## src/rtl/scope_capture_ctrl.sv

```systemverilog
// scope_capture_ctrl: oscilloscope trigger/capture sequencer that writes DEPTH samples into a buffer
// starting at a rising threshold crossing, or at a forced trigger in auto mode.
module scope_capture_ctrl #(
    parameter int DATA_W  = 12,
    parameter int ADDR_W  = 10,
    parameter int AUTO_TO = 1000
) (
    input  logic              CLOCK,
    input  logic              RESET,
    input  logic              SAMPLE_EN,
    input  logic [DATA_W-1:0] SAMPLE,
    input  logic [DATA_W-1:0] TRIG_LEVEL,
    input  logic              AUTO,
    input  logic              ARM,
    input  logic              ABORT,
    output logic              WR_EN,
    output logic [ADDR_W-1:0] WR_ADDR,
    output logic [DATA_W-1:0] WR_DATA,
    output logic              BUSY,
    output logic              DONE,
    output logic              TRIGGERED
);
    localparam int TW = $clog2(AUTO_TO + 1);
    localparam logic [TW-1:0] TMO_MAX = TW'(AUTO_TO - 1);
    localparam logic [ADDR_W-1:0] LAST = '1;

    typedef enum logic [1:0] {S_IDLE, S_ARMED, S_CAPTURE, S_DONE} state_t;

    state_t            state, state_n;
    logic [DATA_W-1:0] prev, prev_n, wr_data_n;
    logic [ADDR_W-1:0] wr_addr_n, addr_inc;
    logic [TW-1:0]     tmo, tmo_n;
    logic              prev_valid, prev_valid_n, wr_en_n, trig_n;
    logic              crossing, timeout;

    assign addr_inc = WR_ADDR + 1'b1;
    assign crossing = SAMPLE_EN && prev_valid && (prev < TRIG_LEVEL) && (SAMPLE >= TRIG_LEVEL);
    assign timeout  = SAMPLE_EN && AUTO && (tmo == TMO_MAX);

    always_comb begin
        state_n      = state;
        prev_n       = prev;
        prev_valid_n = prev_valid;
        tmo_n        = tmo;
        wr_en_n      = 1'b0;
        wr_addr_n    = WR_ADDR;
        wr_data_n    = WR_DATA;
        trig_n       = TRIGGERED;
        case (state)
            S_IDLE, S_DONE: begin
                if (ARM) begin
                    state_n      = S_ARMED;
                    prev_valid_n = 1'b0;
                    tmo_n        = '0;
                end
            end
            S_ARMED: begin
                if (SAMPLE_EN) begin
                    prev_n       = SAMPLE;
                    prev_valid_n = 1'b1;
                    if (crossing || timeout) begin
                        state_n   = S_CAPTURE;
                        trig_n    = crossing;
                        wr_en_n   = 1'b1;
                        wr_addr_n = '0;
                        wr_data_n = SAMPLE;
                    end else if (tmo != TMO_MAX) begin
                        tmo_n = tmo + 1'b1;
                    end
                end
            end
            S_CAPTURE: begin
                if (SAMPLE_EN) begin
                    wr_en_n   = 1'b1;
                    wr_addr_n = addr_inc;
                    wr_data_n = SAMPLE;
                    if (addr_inc == LAST) state_n = S_DONE;
                end
            end
            default: state_n = S_IDLE;
        endcase
        // abort overrides everything decided above, including a same-cycle trigger
        if (ABORT) begin
            state_n   = S_IDLE;
            wr_en_n   = 1'b0;
            wr_addr_n = WR_ADDR;
            wr_data_n = WR_DATA;
            trig_n    = TRIGGERED;
        end
    end

    always_ff @(posedge CLOCK or posedge RESET) begin
        if (RESET) begin
            state      <= S_IDLE;
            prev       <= '0;
            prev_valid <= 1'b0;
            tmo        <= '0;
            WR_EN      <= 1'b0;
            WR_ADDR    <= '0;
            WR_DATA    <= '0;
            BUSY       <= 1'b0;
            DONE       <= 1'b0;
            TRIGGERED  <= 1'b0;
        end else begin
            state      <= state_n;
            prev       <= prev_n;
            prev_valid <= prev_valid_n;
            tmo        <= tmo_n;
            WR_EN      <= wr_en_n;
            WR_ADDR    <= wr_addr_n;
            WR_DATA    <= wr_data_n;
            BUSY       <= (state_n == S_ARMED) || (state_n == S_CAPTURE);
            DONE       <= (state_n == S_DONE);
            TRIGGERED  <= trig_n;
        end
    end
endmodule

```

## config.mk

```make
export PLATFORM = sky130hd
export DESIGN_NAME = scope_capture_ctrl
export DESIGN_NICKNAME = d
export VERILOG_FILES = /design/src/rtl/scope_capture_ctrl.sv
export SDC_FILE = /design/constraint.sdc
export NUM_CORES = 1
export LEC_CHECK = 0
export ABC_CLOCK_PERIOD_IN_PS = 2500
export BUFFER_PORTS_ARGS = -buffer_cell sky130_fd_sc_hd__clkbuf_2
export CORE_MARGIN = 2
export CORE_UTILIZATION = 55
export DETAILED_ROUTE_END_ITERATION = 6
export MAX_ROUTING_LAYER = met4
export PLACE_DENSITY = 0.76
export SLEW_MARGIN = 20
export SYNTH_ARGS = -nofsm -noshare
export SYNTH_HDL_FRONTEND = slang
export SYNTH_SLANG_ARGS = --single-unit
```

## constraint.sdc

```tcl
create_clock -name CLOCK -period 2.5 [get_ports CLOCK]
set_input_delay 0.25 -clock CLOCK [delete_from_list [all_inputs] [get_ports CLOCK]]
set_output_delay 0.25 -clock CLOCK [all_outputs]
set_load 0.03 [all_outputs]
```

* Word-level counts from Yosys, hierarchy flattened
Cells that the tools add are included.
** Storage, ports and cells
- Output and inout bits :: 26
- Flip-flop bits (word level) :: 51
- Input port bits :: 30
- Word-level logic and storage cells :: 74
** Operators by class
- $add $sub $neg :: 2
- Reduce and logical (&&, ||, !) cells :: 16
- $lt $le $gt $ge :: 2
- Muxes and demuxes :: 28
- Bitwise gates (word level) :: 1
- Eq/ne operators :: 15
** Operators with widths (number)
- $mux W10 :: 7
- $pmux W10 S2 :: 2
- $mux W12 :: 3
- $pmux W12 S2 :: 1
- $add A10 B1 Y10 const B :: 2
- $eq A10 B10 Y1 const B :: 2
- $ge A12 B12 Y1 :: 1
- $lt A12 B12 Y1 :: 1
- $mux W2 :: 6
- $ne A2 B2 Y1 const B :: 6
- $ne A10 B10 Y1 const B :: 1
- $reduce_and A5 Y1 :: 2
- $eq A2 B2 Y1 const B :: 4
- $mux W1 :: 6
- $pmux W2 S3 :: 1
- $logic_and A1 B1 Y1 :: 5
- $eq A2 B1 Y1 const B :: 2
- $pmux W1 S2 :: 2
- $reduce_and A4 Y1 :: 1
- $reduce_bool A2 Y1 :: 2
- $reduce_and A3 Y1 :: 1
- $logic_not A2 Y1 :: 1
- $logic_or A1 B1 Y1 :: 2
- $reduce_and A2 Y1 :: 1
- other kinds (2) :: 2

* Longest topological paths before layout
Gate-level depths: netlist (run 1).
- Depth in word-level cells :: 10
- Mapped depth :: 11
- Mapped depth without buffers :: 10

* Worst setup path after synthesis (run 1)
Ideal clock, no wire load.
- Kind :: flip-flop to flip-flop
- Start :: register WR_ADDR[1]
- End :: register BUSY
- Path slack :: 273 ps
- Data arrival time :: 2101 ps
- Cell stages (with the launch flop) :: 9
- Required time :: 2374 ps
- Path buffers :: 0
- Period minus slack after synthesis :: 2227 ps
- Setup time :: 126 ps
- Cells stage by stage :: dfrtp_1 ha_1 inv_1 or2_2 o41ai_1 a32o_1 nand3_1 a31oi_1 ha_1
** Between the ends
- Longest elaborated chain between the ends :: 8
- Elaborated cells between the ends (all ways) :: 9
- Those cells by class :: 1 x add/sub; 3 x eq/ne; 4 x mux; 1 x reduce/logical
** Ends and longest elaborated chain
- start: declaration :: line 17 : output logic [ADDR_W-1:0] WR_ADDR,
- start signal: assignment :: line 110 : WR_ADDR <= wr_addr_n;
- $add A10 B1 Y10 * :: line 36 : assign addr_inc = WR_ADDR + 1'b1;
- $eq A10 B10 Y1 * :: line 77 : if (addr_inc == LAST) state_n = S_DONE;
- $mux W2 * :: line 77
- $mux W2 * :: line 73 : if (SAMPLE_EN) begin
- $pmux W2 S3 * :: line 49 : case (state)
- $mux W2 * :: line 83 : if (ABORT) begin
- named net state_n[0] :: line 29 : state_t state, state_n;
- $eq A2 B1 Y1 / $eq A2 B2 Y1 (equally long branches) :: line 112 : BUSY <= (state_n == S_ARMED) || (state_n == S_CAPTURE);
- $logic_or A1 B1 Y1 * :: line 112
- end signal: assignment :: line 112
- end: declaration :: line 19 : output logic BUSY,
Mark *: on every way through the listed nets, which the timed path passes. The rest lies on a longest branch.
A chain may end at the register's enable or synchronous reset.

* Worst setup path after layout (run 1)
- Start :: register WR_ADDR[0]
- End :: register BUSY
Same word-level chain as after synthesis.

==> impl_summary.txt, run 1 <==
----------------------------------------------------
[Worst setup path]
  Worst Setup Path Type ... reg2reg
  Crit-path max FO ... 5
  Worst Path Arrival ... 2460 ps
  Required time of the critical path ... 2690 ps
  Critical Path Sink Type ... flop
  CP Launch Type ... flop

[Yosys]
  Synth cell types ... 48
  Post-Synthesis Net Count ... 364
  Yosys warning count ... 0
  Number of storage elements in the synthesis netlist ... 51
  Mean post-synth cell area ... 10.1 µm²
  Proportion of synthesized area in mux cells ... 0.110
  Post-synthesis share of cell area spent on full adders, half adders and majority gates ... 0.122
  Area share of xor/xnor cells in the synthesized design ... 0.00853
  Synth Area in Compound Gates ... 0.146
  Part of the Yosys area used for sequential elements ... 0.414
  Number of enable flip-flop cells after synthesis ... 0
  Syn Std Cell Area ... 0.00308 mm²
  Synth Area in Simple Gates ... 0.146
  Most used DFF post-synth ... dfrtp_1
  Synthesized netlist cell count ... 304
  Largest family of logic cells by synthesized area ... simple AND/OR/NAND/NOR gates
  Async set-reset flop share out of synthesis ... 1.00

[Timing]
  Final Worst Setup Slack ... 232 ps
  Actual transition at the worst max-transition pin ... 660 ps
  Unrepaired setup endpoints after global routing ... false
  Achievable frequency ... 0.441 GHz
  Period utilisation layout ... 0.907
  Final clock skew ... 4.83 ps
  Final-layout setup total negative slack ... 0 ps
  Worst Hold Slack ... 14.3 ps
  Final-report hold violation count ... 0
  Final setup violation count ... 0
  Final max-slew violation count ... 0
  Max-slew headroom ... 0.560
  Final Critical Period ... 2270 ps

[Place]
  Pre-CTS worst setup slack ... 84.1 ps
  Port Buf Inserts ... 55
  Final Wtd Congestion ... 0.881
  Sum of net half-perimeters after detailed placement ... 4810 µm
  Instance count after placement with tap cells included ... 431

[Global routing]
  Overflow after GRT ... 0
  Global-route total usage across every layer ... 0.227
  Maximum number of pins on one net before global-route repair ... 32
  First-pass GRT wire length ... 11000 µm
  Number of antenna violations at the first check in global routing ... 0
  Number of global-route vias before repair ... 2520

[Clock network]
  Maximum level of the CTS H-tree ... 2
  Clock tree root driver cell ... clkbuf_8
  Hold buffers post-CTS ... 0
  Clock latency on the worst-skew pair ... 300 ps
  Number of clock sinks ... 51
  Number of clock buffers inserted by TritonCTS ... 5
  CTS tree ... built
  CTS Buffer Depth ... 2
  Clock slew at reported path FFs ... 90 ps

[Power and ir drop]
  Total power ... 2.31 mW
  LEAKAGE ... 1.77 nW
  Power density of the placed cells ... 645 mW/mm²
  Highest ir drop seen on vdd ... 0.400 mV

[Floorplanning]
  Width of the die ... 78.9 µm
  Core region area ... 0.00547 mm²
  Number of top-level pins ... 56
  Die ar. ... 0.00622 mm²
  Starting Density ... 0.563
  Vert. Die Dim ... 78.9 µm
  Row cnt ... 27

[Status]
  Status ... completed

[Route]
  Final routed DRC violation total ... 0
  Per-cell via count in the routed design ... 5.73
  Initial detailed-routing violation count ... 184
  Final wirelength ... 6310 µm
  Post-detailed-route wirelength per cell ... 14.4 µm
  Remaining antenna violation count after routing ... 0
  DR vias ... 2515
  Drt first pass iters ... 4

[Final layout]
  Final net count ... 426
  Fin cells ... 439
  Area growth from synthesis to layout ... 16.4%
  Fraction of layout instances using a drive strength above 1 ... 0.297
  Antenna Diode Count ... 0

[Run]
  Count of max-cap constraint violations ... 0

[Hold path]
  Hold WC Path Type ... in2async

----------------------------------------------------
-- per-stage QoR --
step / cell area, µm² / utilization
global route: 3590 / 0.655
finish: 3590 / 0.655
floorplan: 3080 / -
global placement: 3470 / 0.634
detailed placement: 3470 / 0.634
CTS: 3580 / 0.655
-- what timing repair did --
| action | in CTS | in global routing |
|---|---|---|
| endpoints found under the hold margin | 0 | 0 |
| gates resized for setup | 0 | 1 |
| endpoints found under the setup margin | 0 | 2 |
| buffers inserted | 0 | 0 |
-- cell usage after synthesis (2+ instances only) --
cell	instances	share of area
dfrtp_1	51	0.41
ha_1	30	0.12
inv_1	27	0.033
nand2_1	25	0.030
o21ai_0	19	0.031
a21oi_1	18	0.029
mux2_2	15	0.055
nand3_1	15	0.024
nor2_1	14	0.017
mux2_4	10	0.049
a32o_1	6	0.019
nand4_1	6	0.012
o31ai_1	6	0.015
clkbuf_1	5	0.0061
nor3_1	4	0.0065
o211ai_1	4	0.0097
or3_1	4	0.0081
or4_1	4	0.0097
a31oi_1	3	0.0061
nand2b_1	3	0.0061
nor4_1	3	0.0061
and3_1	2	0.0041
buf_2	2	0.0032
buf_6	2	0.0073
mux2i_1	2	0.0065
xor2_1	2	0.0057
-- logic make-up after synthesis --
group,count (synthesis)
buf+inv,38
simple gates,87
compound gates,68
fa+ha+maj,30
mux,27
flops,51
xor+xnor,3
-- state kept, by name, indices dropped and copies added (netlist names) --
name	flops
BUSY	1
DONE	1
TRIGGERED	1
WR_ADDR	10
WR_DATA	12
WR_EN	1
prev	12
prev_valid	1
state	2
tmo	10
-- worst max-delay path, stage by stage (launching register included) --
cell	delay, ps
dfrtp_1	430
ha_1	250
inv_1	70
or2_2	340
o41ai_1	310
a32o_1	180
nand3_1	70
a31oi_1	230
ha_1	260
-- layout by cell type, fill, tap and decap left out, drive strengths merged, types with 6 or more instances in the layout --
cell	n
a21oi	19
a32o	6
o31ai	7
buf	11
mux2	25
ha	30
nand3	15
nor2	14
inv	27
clkbuf	61
o21ai	20
dfrtp	51
nand4	6
nand2	26
-- path summary, 6_finish.rpt --
path                       startpoint         end  slack [ps]  depth (start not counted)
max                        WR_ADDR[0]        BUSY         230                          8
min                             RESET     prev[2]          10                          2
max reg2reg                WR_ADDR[0]        BUSY         230                          8
min reg2reg                   prev[0]     prev[0]         490                          2
max in group asynchronous       RESET    state[0]        1880                          3
min in group CLOCK          SAMPLE[0]  WR_DATA[0]         190                          2
-- per-layer routing --
layer,vias up,wire (µm),track usage
met5,-,0,-
met4,0,68,0.0655
met2,73,3220,0.388
met3,8,273,0.0307
li1,1231,-,-
met1,1203,2750,0.284
-- report_power, final --
group | switching [mW] | total, mW | internal (mW)
clock | 0.271 | 0.595 | 0.324
combinational | 0.387 | 0.680 | 0.293
sequential | 0.0798 | 1.04 | 0.958
-- area by class of cell --
class / count / area, µm²
Sequential cell: 51 / 1280
Timing Repair Buffer: 66 / 358
Clock buffer: 6 / 82.6
Multi-Input combinational cell: 215 / 1640
Fill cell: 452 / 1890
Tap cell: 72 / 90.1
Clock inverter: 2 / 35.0
Inverter: 27 / 101
(Power assumes the default switching activity.)
==> inputs of run 2 (changes only) <==
- CORE_ASPECT_RATIO: not set -> 1.1
- PLACE_DENSITY: 0.76 -> 0.79
==> run 2 against run 1 <==
  * Via count shrank 0.56%
  * Non-clock buffer count decreased by 4
  * Clock-buffer cell count rose by 2
  * Utilization up 0.27 points
  * Largest power group unchanged
  * Fmax is 1.8% lower
  * Wire length down 0.52%
==> impl_summary.txt, run 2 (synthesized netlist as in run 1, its figures left out) <==
----------------------------------------------------
[Final layout]
  Fraction of layout instances using a drive strength above 1 ... 0.292 (was 0.297)
  Most frequent cells in the layout ... 55 x clkbuf_2, 51 x dfrtp_1, 30 x ha_1 (unchanged)
  Final net count ... 422 (was 426)
  Antenna Diode Count ... 0 (unchanged)
  Area growth from synthesis to layout ... 15.2% (was 16.4%)
  Combined flip-flop and latch cell area ... 0.00128 mm² (unchanged)
  Total area of multi-input combinational cells ... 0.00165 mm² (was 0.00164 mm²)
  Biggest regs ... WR_DATA (12), prev (12) (unchanged)
  Leading cell type in the layout, fill and taps excluded ... clkbuf_2 (unchanged)
  Filler cell count ... 462 (was 452)

[Clock network]
  Post-CTS setup buffer count ... 0 (unchanged)
  Clock slew at reported path FFs ... 90 ps (about the same)
  Clock tree root driver cell ... clkbuf_8 (unchanged)
  Maximum level of the CTS H-tree ... 2 (unchanged)
  CTS Buffer Depth ... 2 (unchanged)
  Number of clock sinks ... 51 (unchanged)
  Number of clock buffers inserted by TritonCTS ... 5 (unchanged)
  CTS tree ... built (unchanged)
  Clock latency on the worst-skew pair ... 300 ps (about the same)

[Route]
  Drt first pass iters ... 5 (was 4)
  Final routed DRC violation total ... 0 (unchanged)
  Initial detailed-routing violation count ... 223 (was 184)
  Remaining antenna violation count after routing ... 0 (unchanged)
  Per-cell via count in the routed design ... 5.71 (was 5.73)
  DR vias ... 2501 (was 2515)
  Highest routing layer actually used ... met4 (unchanged)
  Routed wire length on met3 ... 318 µm (was 273 µm)
  Post-detailed-route wirelength per cell ... 14.3 µm (was 14.4 µm)
  Total length of routed met2 wires ... 3000 µm (was 3220 µm)
  Final wirelength ... 6280 µm (was 6310 µm)
  Met1 Wirelength ... 2850 µm (was 2750 µm)

[Power and ir drop]
  Total power ... 2.23 mW (was 2.31 mW)
  Highest ir drop seen on vdd ... 0.466 mV (was 0.400 mV)
  Power density of the placed cells ... 629 mW/mm² (was 645 mW/mm²)
  LEAKAGE ... 1.74 nW (was 1.77 nW)

[Worst setup path]
  FF-to-FF path depth ... 9 (was 8)
  CP Launch Type ... flop (unchanged)
  Critical Path Sink Type ... flop (unchanged)
  Buffering stage count on the worst path with inverters included ... 1 (unchanged)
  CP Depth ... 9 (was 8)
  Slowest stage cell, crit path ... dfrtp_1 (unchanged)
  Worst Path Arrival ... 2510 ps (was 2460 ps)
  Crit-path leading delay family ... compound AO/OA/AOI/OAI gates (unchanged)
  Stage delay of the slowest cell on the critical path ... 400 ps (was 430 ps)
  Required time of the critical path ... 2700 ps (was 2690 ps)
  Worst Setup Path Type ... reg2reg (unchanged)
  Cells traversed along the worst timing path ... ha_1 > a21oi_1 > nand2_1 > a22oi_1 > nand3_1 > o21ai_0 > buf_4 > and2_2 > mux2_2 (was ha_1 > inv_1 > or2_2 > o41ai_1 > a32o_1 > nand3_1 > a31oi_1 > ha_1)
  Crit-path max FO ... 11 (was 5)

[Timing]
  Unrepaired setup endpoints after global routing ... false (unchanged)
  Final-report hold violation count ... 0 (unchanged)
  Actual transition at the worst max-transition pin ... 647 ps (was 660 ps)
  Final clock skew ... 9.25 ps (was 4.83 ps)
  Final max-slew violation count ... 0 (unchanged)
  Final Worst Setup Slack ... 191 ps (was 232 ps)
  Period utilisation layout ... 0.924 (was 0.907)
  Final setup violation count ... 0 (unchanged)
  Max-slew headroom ... 0.569 (was 0.560)
  Achievable frequency ... 0.433 GHz (was 0.441 GHz)
  Final-layout setup total negative slack ... 0 ps (unchanged)
  Final Critical Period ... 2310 ps (was 2270 ps)

[Floorplanning]
  Width of the die ... 75.4 µm (was 78.9 µm)
  Number of top-level pins ... 56 (unchanged)
  Vert. Die Dim ... 82.5 µm (was 78.9 µm)
  Core region area ... 0.00540 mm² (was 0.00547 mm²)
  Row cnt ... 28 (was 27)
  Die ar. ... 0.00622 mm² (about the same)
  Starting Density ... 0.571 (was 0.563)

[Place]
  Port Buf Inserts ... 55 (unchanged)
  Final Wtd Congestion ... 0.950 (was 0.881)
  Sum of net half-perimeters after detailed placement ... 4660 µm (was 4810 µm)
  Pre-CTS worst setup slack ... 96.6 ps (was 84.1 ps)

[Global routing]
  Maximum number of pins on one net before global-route repair ... 52 (was 32)
  Number of antenna violations at the first check in global routing ... 0 (unchanged)
  Overflow after GRT ... 0 (unchanged)
  First-pass GRT wire length ... 10400 µm (was 11000 µm)
  Number of global-route vias before repair ... 2381 (was 2520)
  Global-route total usage across every layer ... 0.222 (was 0.227)

[Status]
  Status ... completed (unchanged)

[Hold path]
  Hold WC Path Type ... in2async (unchanged)

[Run]
  Count of max-cap constraint violations ... 0 (unchanged)

----------------------------------------------------
## run 2: area by class of cell
class | count | share of cell area
tap | 75 | 0.0264
inverter | 27 | 0.0286
multi-input combinational | 215 | 0.465
timing repair buffer | 62 | 0.0924
sequential | 51 | 0.360
clock buffer | 8 | 0.0282
## run 2: worst paths after layout
kind / startpoint / endpoint / slack, ps
setup reg to reg: prev[10] / WR_ADDR[1] / 190
hold / removal: RESET / tmo[3] / 90
max in group asynchronous: RESET / WR_ADDR[5] / 1970
hold reg to reg: prev[0] / prev[0] / 490
setup / recovery: prev[10] / WR_ADDR[1] / 190
min in group CLOCK: SAMPLE[0] / WR_DATA[0] / 200
## run 2: worst register-to-register path, delay by kind of cell (launching register included)
kind / cells / cell delay, ps
muxes: 1 / 350
DFF: 1 / 400
and+or+nand+nor: 3 / 430
AOI/OAI and AO/OA: 3 / 500
buffers and inverters: 1 / 210
adders and majority gates: 1 / 310
## run 2: power by group
group          leakage [nW]  switching (mW)  internal [mW]
Clock                0.0515           0.266          0.253
Sequential            0.658          0.0813          0.958
Combinational          1.03           0.385          0.289
Total                  1.74           0.732           1.50
## run 2: per-layer routing
layer | track usage | vias to the layer above
met3 | 0.0388 | 13
met1 | 0.283 | 1195
li1 | - | 1218
met5 | - | -
met4 | 0.0772 | 0
met2 | 0.359 | 75
## run 2: per-stage QoR
step / utilization / std cells / hold slack (ps) / cell area, µm²
6_report: 0.658 / 438 / 87.1 / 3550
2_1_floorplan: - / 304 / 317 / 3080
3_5_place_dp: 0.638 / 430 / 447 / 3440
4_1_cts: 0.656 / 438 / 108 / 3540
3_3_place_gp: 0.638 / 430 / 443 / 3440
5_1_grt: 0.658 / 438 / 150 / 3550
## run 2: repair_timing
action | 4_1_cts | 5_1_grt
hold buffers | 0 | 0
resized for setup | 0 | 3
endpoints found under the setup margin | 0 | 3
